$ cat src/rtl/instruction_fetch_sequencer.sv
// Program-counter owner and one-entry fetch buffer for the 16-bit CPU front end.
// Optional FETCH_PERF_EN adds saturating accepted-word and stall-cycle counters.
module instruction_fetch_sequencer #(
  parameter logic [15:0] RESET_PC    = 16'h0000,
  parameter int          MEM_BYTES   = 256,
  parameter logic [15:0] HALT_OPCODE = 16'hFFFF
) (
  input  logic        clk,
  input  logic        rst,
  input  logic        start,
  output logic [15:0] imem_addr,
  input  logic [15:0] imem_data,
  output logic [15:0] instr_out,
  output logic [15:0] instr_pc,
  output logic        instr_valid,
  input  logic        instr_ready,
  input  logic        redirect_valid,
  input  logic [15:0] redirect_target,
  output logic        halted,
  output logic        fault
`ifdef FETCH_PERF_EN
  ,
  output logic [31:0] perf_fetched,
  output logic [31:0] perf_stalls
`endif
);

  typedef enum logic [1:0] {
    ST_IDLE = 2'd0,
    ST_RUN  = 2'd1,
    ST_HALT = 2'd2
  } state_t;

  localparam logic [15:0] LAST_PC = 16'(MEM_BYTES - 2);

  state_t      state_q, state_d;
  logic [15:0] pc_q, pc_d;
  logic [15:0] instr_q, instr_d;
  logic [15:0] ipc_q, ipc_d;
  logic        valid_q, valid_d;
  logic        fault_q, fault_d;
  // Set once the halt word is buffered: fetching stops until it is accepted.
  logic        stop_q, stop_d;

  always_ff @(posedge clk) begin
    if (rst) begin
      state_q <= ST_IDLE;
      pc_q    <= RESET_PC;
      instr_q <= 16'h0000;
      ipc_q   <= 16'h0000;
      valid_q <= 1'b0;
      fault_q <= 1'b0;
      stop_q  <= 1'b0;
    end else begin
      state_q <= state_d;
      pc_q    <= pc_d;
      instr_q <= instr_d;
      ipc_q   <= ipc_d;
      valid_q <= valid_d;
      fault_q <= fault_d;
      stop_q  <= stop_d;
    end
  end

  always_comb begin
    state_d = state_q;
    pc_d    = pc_q;
    instr_d = instr_q;
    ipc_d   = ipc_q;
    valid_d = valid_q;
    fault_d = fault_q;
    stop_d  = stop_q;
    unique case (state_q)
      ST_IDLE: begin
        valid_d = 1'b0;
        if (start) begin
          state_d = ST_RUN;
          pc_d    = RESET_PC;
        end
      end
      ST_RUN: begin
        if (redirect_valid) begin
          // Redirect wins over everything, including a same-cycle handshake.
          valid_d = 1'b0;
          stop_d  = 1'b0;
          if (redirect_target[0]) begin
            fault_d = 1'b1;
            state_d = ST_HALT;
          end else begin
            pc_d = redirect_target;
          end
        end else if (stop_q) begin
          if (!valid_q || instr_ready) begin
            valid_d = 1'b0;
            stop_d  = 1'b0;
            state_d = ST_HALT;
          end
        end else if (!valid_q || instr_ready) begin
          // A fetch attempt always empties the buffer, so an out-of-range halt is immediate.
          if (pc_q > LAST_PC) begin
            fault_d = 1'b1;
            valid_d = 1'b0;
            state_d = ST_HALT;
          end else begin
            instr_d = imem_data;
            ipc_d   = pc_q;
            valid_d = 1'b1;
            pc_d    = pc_q + 16'd2;
            stop_d  = (imem_data == HALT_OPCODE);
          end
        end
      end
      ST_HALT: begin
        valid_d = 1'b0;
        stop_d  = 1'b0;
        if (redirect_valid) begin
          if (redirect_target[0]) begin
            fault_d = 1'b1;
          end else begin
            pc_d    = redirect_target;
            state_d = ST_RUN;
          end
        end
      end
      default: state_d = ST_IDLE;
    endcase
  end

  assign imem_addr   = pc_q;
  assign instr_out   = instr_q;
  assign instr_pc    = ipc_q;
  assign instr_valid = valid_q;
  assign halted      = (state_q == ST_HALT);
  assign fault       = fault_q;

`ifdef FETCH_PERF_EN
  logic [31:0] fetched_q, stalls_q;
  logic        accept_w;

  // A handshake coinciding with a redirect is discarded, so it is not counted.
  assign accept_w = valid_q && instr_ready && !redirect_valid;

  always_ff @(posedge clk) begin
    if (rst) begin
      fetched_q <= 32'd0;
      stalls_q  <= 32'd0;
    end else begin
      if (accept_w && fetched_q != 32'hFFFF_FFFF) fetched_q <= fetched_q + 32'd1;
      if (valid_q && !instr_ready && stalls_q != 32'hFFFF_FFFF) stalls_q <= stalls_q + 32'd1;
    end
  end

  assign perf_fetched = fetched_q;
  assign perf_stalls  = stalls_q;
`endif

endmodule

$ cat config.mk
export PLATFORM = sky130hd
export DESIGN_NAME = instruction_fetch_sequencer
export DESIGN_NICKNAME = d
export VERILOG_FILES = /design/src/rtl/instruction_fetch_sequencer.sv
export SDC_FILE = /design/constraint.sdc
export NUM_CORES = 1
export LEC_CHECK = 0
export CORE_UTILIZATION = 35
export DETAILED_ROUTE_END_ITERATION = 8
export HOLD_SLACK_MARGIN = 0.02
export MAX_ROUTING_LAYER = met4
export SYNTH_ARGS = -nofsm -noshare
export SYNTH_HDL_FRONTEND = slang
export SYNTH_SLANG_ARGS = --single-unit
export TNS_END_PERCENT = 5
$ cat constraint.sdc
create_clock -name clk -period 5.3 [get_ports clk]
set_input_delay 0.53 -clock clk [delete_from_list [all_inputs] [get_ports clk]]
set_output_delay 0.53 -clock clk [all_outputs]
set_load 0.05 [all_outputs]
* Word-level counts from Yosys, hierarchy flattened *
Cells that the tools add are included.

word-level totals
  register bits after elaboration = 53
  latch bits = 0
  RAM bits = 0
  ROM bits = 0
  input port bits = 37
  output and inout port bits = 51
  logic and storage cells = 73
  memories = 0

operators by class
  add/sub/neg operators = 1
  $mul = 0
  div/mod/pow operators = 0
  magnitude comparators = 1
  equal/unequal tests = 12
  shift-type cells = 0
  multiplexer cells = 37
  bitwise gates (word level) = 3
  reductions and logical operators = 12

operators by type and width
  cell                   count
  $mux 16                7
  $pmux 16 s3            1
  $mux 2                 9
  $add 16x2->16 const B  1
  $eq 16x16->1 const B   1
  $gt 16x8->1 const B    1
  $mux 1                 16
  $ne 3x3->1 const B     5
  $reduce_and 6->1       2
  $reduce_and 5->1       2
  $ne 2x2->1 const B     3
  $pmux 1 s2             3
  $pmux 2 s3             1
  $ne 4x4->1 const B     1
  $reduce_bool 2->1      2
  $not 1->1              3
  $reduce_bool 3->1      1
  $eq 2x1->1 const B     1
  $eq 2x2->1 const B     1
  $logic_not 2->1        1
  $reduce_and 2->1       1
  $reduce_or 2->1        1
  $logic_not 1->1        1
  $logic_or 1x1->1       1

* Longest topological paths before layout *
  depth after elaboration = 6
  depth in mapped cells = 9
  mapped depth without buffers = 7

* Least setup slack after synthesis *
No wires, ideal clock.

  path kind = reg2reg
  from = register state_q[0]
  to = register pc_q[4], in the netlist imem_addr[4]
  setup time = 0.124 ns
  data arrival time = 2.008 ns
  data required time = 5.176 ns
  setup slack = 3.168 ns
  stages on the path, launching flop included = 9
  path buffers = 1
  period minus slack after synthesis = 2.132 ns
  cell sequence = dfxtp_1 -> inv_1 -> ha_1 -> buf_6 -> a21oi_1 -> nand2b_1 -> o21ai_0 -> a221oi_1 -> o2bb2ai_1

on the way
  cells in the longest elaborated chain, start to end = 3
  elaborated cells on any way between the ends = 11
  those cells by class = eq/ne: 7; mux: 1; reduce/logical: 3

RTL lines
  item                                                                     line  text
  from (decl)                                                              36    state_t state_q, state_d;
  from (signal assigned)                                                   55    state_q <= state_d;
  $eq 2x2->1 *                                                             -
  via halted                                                               19    output logic halted,
  $ne 2x2->1 (no source line) / $reduce_bool 3->1 (equally long branches)  -
  $reduce_and 6->1 (no source line)                                        -
  to (signal assigned)                                                     56    pc_q <= pc_d;
  to (decl)                                                                37    logic [15:0] pc_q, pc_d;

The timed path passes the listed nets; every way through them passes the cells marked *.
A chain may end at the register's enable or synchronous reset.

* Worst setup path in the final report *
  from = input redirect_valid
  to = register ipc_q[9], in the netlist instr_pc[9]

on the way
  cells in the longest elaborated chain, start to end = 2

RTL lines
  item                               line  text
  from (decl)                        17    input logic redirect_valid,
  $not 1->1 (no source line)         -
  $reduce_and 5->1 (no source line)  -
  to (signal assigned)               58    ipc_q <= ipc_d;
  to (decl)                          39    logic [15:0] ipc_q, ipc_d;

No other way between the ends.

==> flow_metrics.tcl <==
set metrics [dict create \
    rows 31 \
    final_area_mm2 0.00359 \
    yosysTopAreaCellShare 0.408 \
    cts_hold_buf 0 \
    min_period_over_period 0.561 \
    startpoint_type "input pin" \
    p_clk_frac 0.291 \
    drt_wl_total_mm 6.89 \
    synth-edff-count 0 \
    clock.fmax_mhz 336 \
    fp.dieH_um 88.1 \
    syn_inst 288 \
    synth-async-reset-ratio 0 \
    dp_hpwl_mm 4.81 \
    cts.reportedPaths.clkPinSlew_ns 0.09 \
    ctsResizeCount 0 \
    cts_max_level 2 \
    finalSetupTns_ns 0 \
    path_cells "clkdlybuf4s50_1 -> nand2b_1 -> nor3_1 -> nand3_2 -> and3_1" \
    critical_path.slowest_cell "nand3_2" \
    dieArea_mm2 0.00777 \
    synthFlopType "dfxtp_1" \
    cp-end-kind "register" \
    fin_util 0.498 \
    synth_nets 330 \
    num_vias 2415 \
    port_buffers 87 \
    ys_top_cells_by_count "dfxtp_1 (53), nor2_1 (37), mux2i_1 (31), a21oi_1 (14), o21ai_0 (13)" \
    antenna_found_initial 0 \
    hold_viol_final 0 \
    powerDensity_mw_per_mm2 273 \
    cp_top_family "simple AND/OR/NAND/NOR gates" \
    final_cells 465 \
    yosysUniqueCellTypes 48 \
    cts_buffer_depth 2 \
    grt_pass1_wl_mm 11.0 \
    drt-wirelength-per-cell_um 14.8 \
    gp_congestion 0.783 \
    slowest_delay_ns 0.74 \
    initial_core_util 0.360 \
    ys_warn_count 0 \
    ys_ff_latch 53 \
    place_area_mm2 0.00348 \
    synth_top_area_cell "dfxtp_1" \
    critPathBufInv 1 \
    cts_tree "yes" \
    required_ns 5.49 \
    cts_buffers 5 \
    p_int_mw 0.673 \
    critical_path_arrival_ns 3.17 \
    avgSynthCellArea_um2 9.02 \
    clock_sinks 53 \
    p_switching_mw 0.307 \
    grt_max_degree 35 \
    fin_worst_skew_ns 0.00830 \
    setup-violations-final 0 \
    drc_errors 0 \
    power_mw 0.980 \
    vias_per_cell 5.19 \
    cts_setup_buffers 0 \
    status "finished clean" \
    worst_hold_path_type "reg -> reg" \
    rsz0062_at_grt "false" \
    core_area_mm2 0.00721 \
    crit_fanout 32 \
    ir_drop_uv 111 \
    dpl.cell_count 457 \
    p_comb_frac 0.276 \
    grt_usage 0.188 \
    grt_pass1_vias 2248 \
    drtAntennaViolNets 0 \
    layout.nets 407 \
    critPathKind "in -> reg" \
    leakage_nw 1.45 \
    num_io_pins 88 \
    cts-root-buf "clkbuf_8" \
    insertion_delay_ns 0.31 \
    firstDrtPassIters 4 \
    synth_area_mm2 0.00260 \
    report.final.slew_viol_count 0 \
    grt_overflow_total 0 \
    tightestPinTransition_ns 1.06 \
    die-width_um 88.1 \
    drt_iter0_markers 160 \
    drv_cap 0 \
    syn_to_final_growth_pct 38.3 \
    relSlewSlack 0.292 \
    seq_area_frac_synth 0.408 \
    drive_gt1_frac 0.0410 \
    num_antenna_cells 0 \
    yosysMostFrequentCell "dfxtp_1" \
    synthTopCellsByArea "dfxtp_1 (41%), mux2i_1 (12%), nor2_1 (5.3%), and3_1 (2.9%), a21oi_1 (2.7%)" \
    p_seq_frac 0.433 \
    period_minus_slack_ns 2.97 \
    switching_share 0.313 \
]
[cell usage in the layout (no fill, tap or decap), types with 3 or more instances in the layout]
master           Yosys  layout
o21ai_0             13      13
o2bb2ai_1            8       8
clkdlybuf4s50_1      0      87
nor4_1               5       5
inv_1                8       8
nand3_1             11      10
mux2i_1             31      31
nor2_1              37      37
ha_1                 5       5
a221oi_1             6       6
and3_1              12      12
and2_1               4       4
dfxtp_1             53      53
nor3_1               6       6
nand4_1              8       8
nand2_1             12      12
nand2b_1             3       3
a21oi_1             14      14
nor2b_1              5       5
clkbuf_8             1       6
[flip-flops by register name (all words and copies together), names as in the netlist]
register	flops
instr_out	16
stop_q	1
instr_pc	16
imem_addr	16
state_q	2
fault	1
instr_valid	1
[cells by family (layout without fill, tap and decap cells)]
kind of cell	after synthesis	count (layout)	synth area share
flip-flops	53	53	0.408
adder cells (fa/ha/maj)	5	5	0.0241
AND/OR/NAND/NOR	109	109	0.212
XOR/XNOR	2	2	0.00674
buffers and inverters	26	104	0.0607
multiplexers	31	31	0.119
AO/OA/AOI/OAI	62	62	0.169
[metal layers]
metal	up-vias	routed length, µm	track usage
met5	-	0	-
met4	0	77	0.0572
met3	7	446	0.0349
met2	75	3140	0.277
met1	1129	3230	0.259
li1	1204	-	-
[worst paths after layout]
| check | cells past startpoint | slack, ns | from | end |
|---|---|---|---|---|
| max | 5 | 2.33 | redirect_valid | instr_pc[9] |
| min | 1 | 0.47 | fault | fault |
| max reg2reg | 6 | 2.42 | state_q[1] | instr_pc[9] |
| min reg2reg | 1 | 0.47 | fault | fault |
[power groups by stage]
stage          Sequential [mW]  Combinational [mW]  Clock (mW)
5_1_grt                  0.427               0.292       0.308
4_1_cts                  0.425               0.271       0.294
2_1_floorplan            0.477               0.144           0
3_3_place_gp             0.434               0.269           0
3_5_place_dp             0.434               0.270           0
6_report                 0.425               0.270       0.285
[cell type report]
cell class / instances / area, µm²
inverter: 8 / 30.0
clock inverter: 1 / 30.0
clock buffer: 7 / 86.3
timing repair buffer: 88 / 878
multi-input combinational: 209 / 1380
sequential: 53 / 1060
tap: 99 / 124
fill: 708 / 3620
[through the flow]
stage	hold WS, ns	worst slack, ns
after floorplan	0.484	3.17
after detailed placement	0.457	2.00
after CTS	0.479	2.31
final	0.472	2.33
after global placement	0.448	2.09
after global routing	0.499	2.13
(Power assumes the default switching activity.)
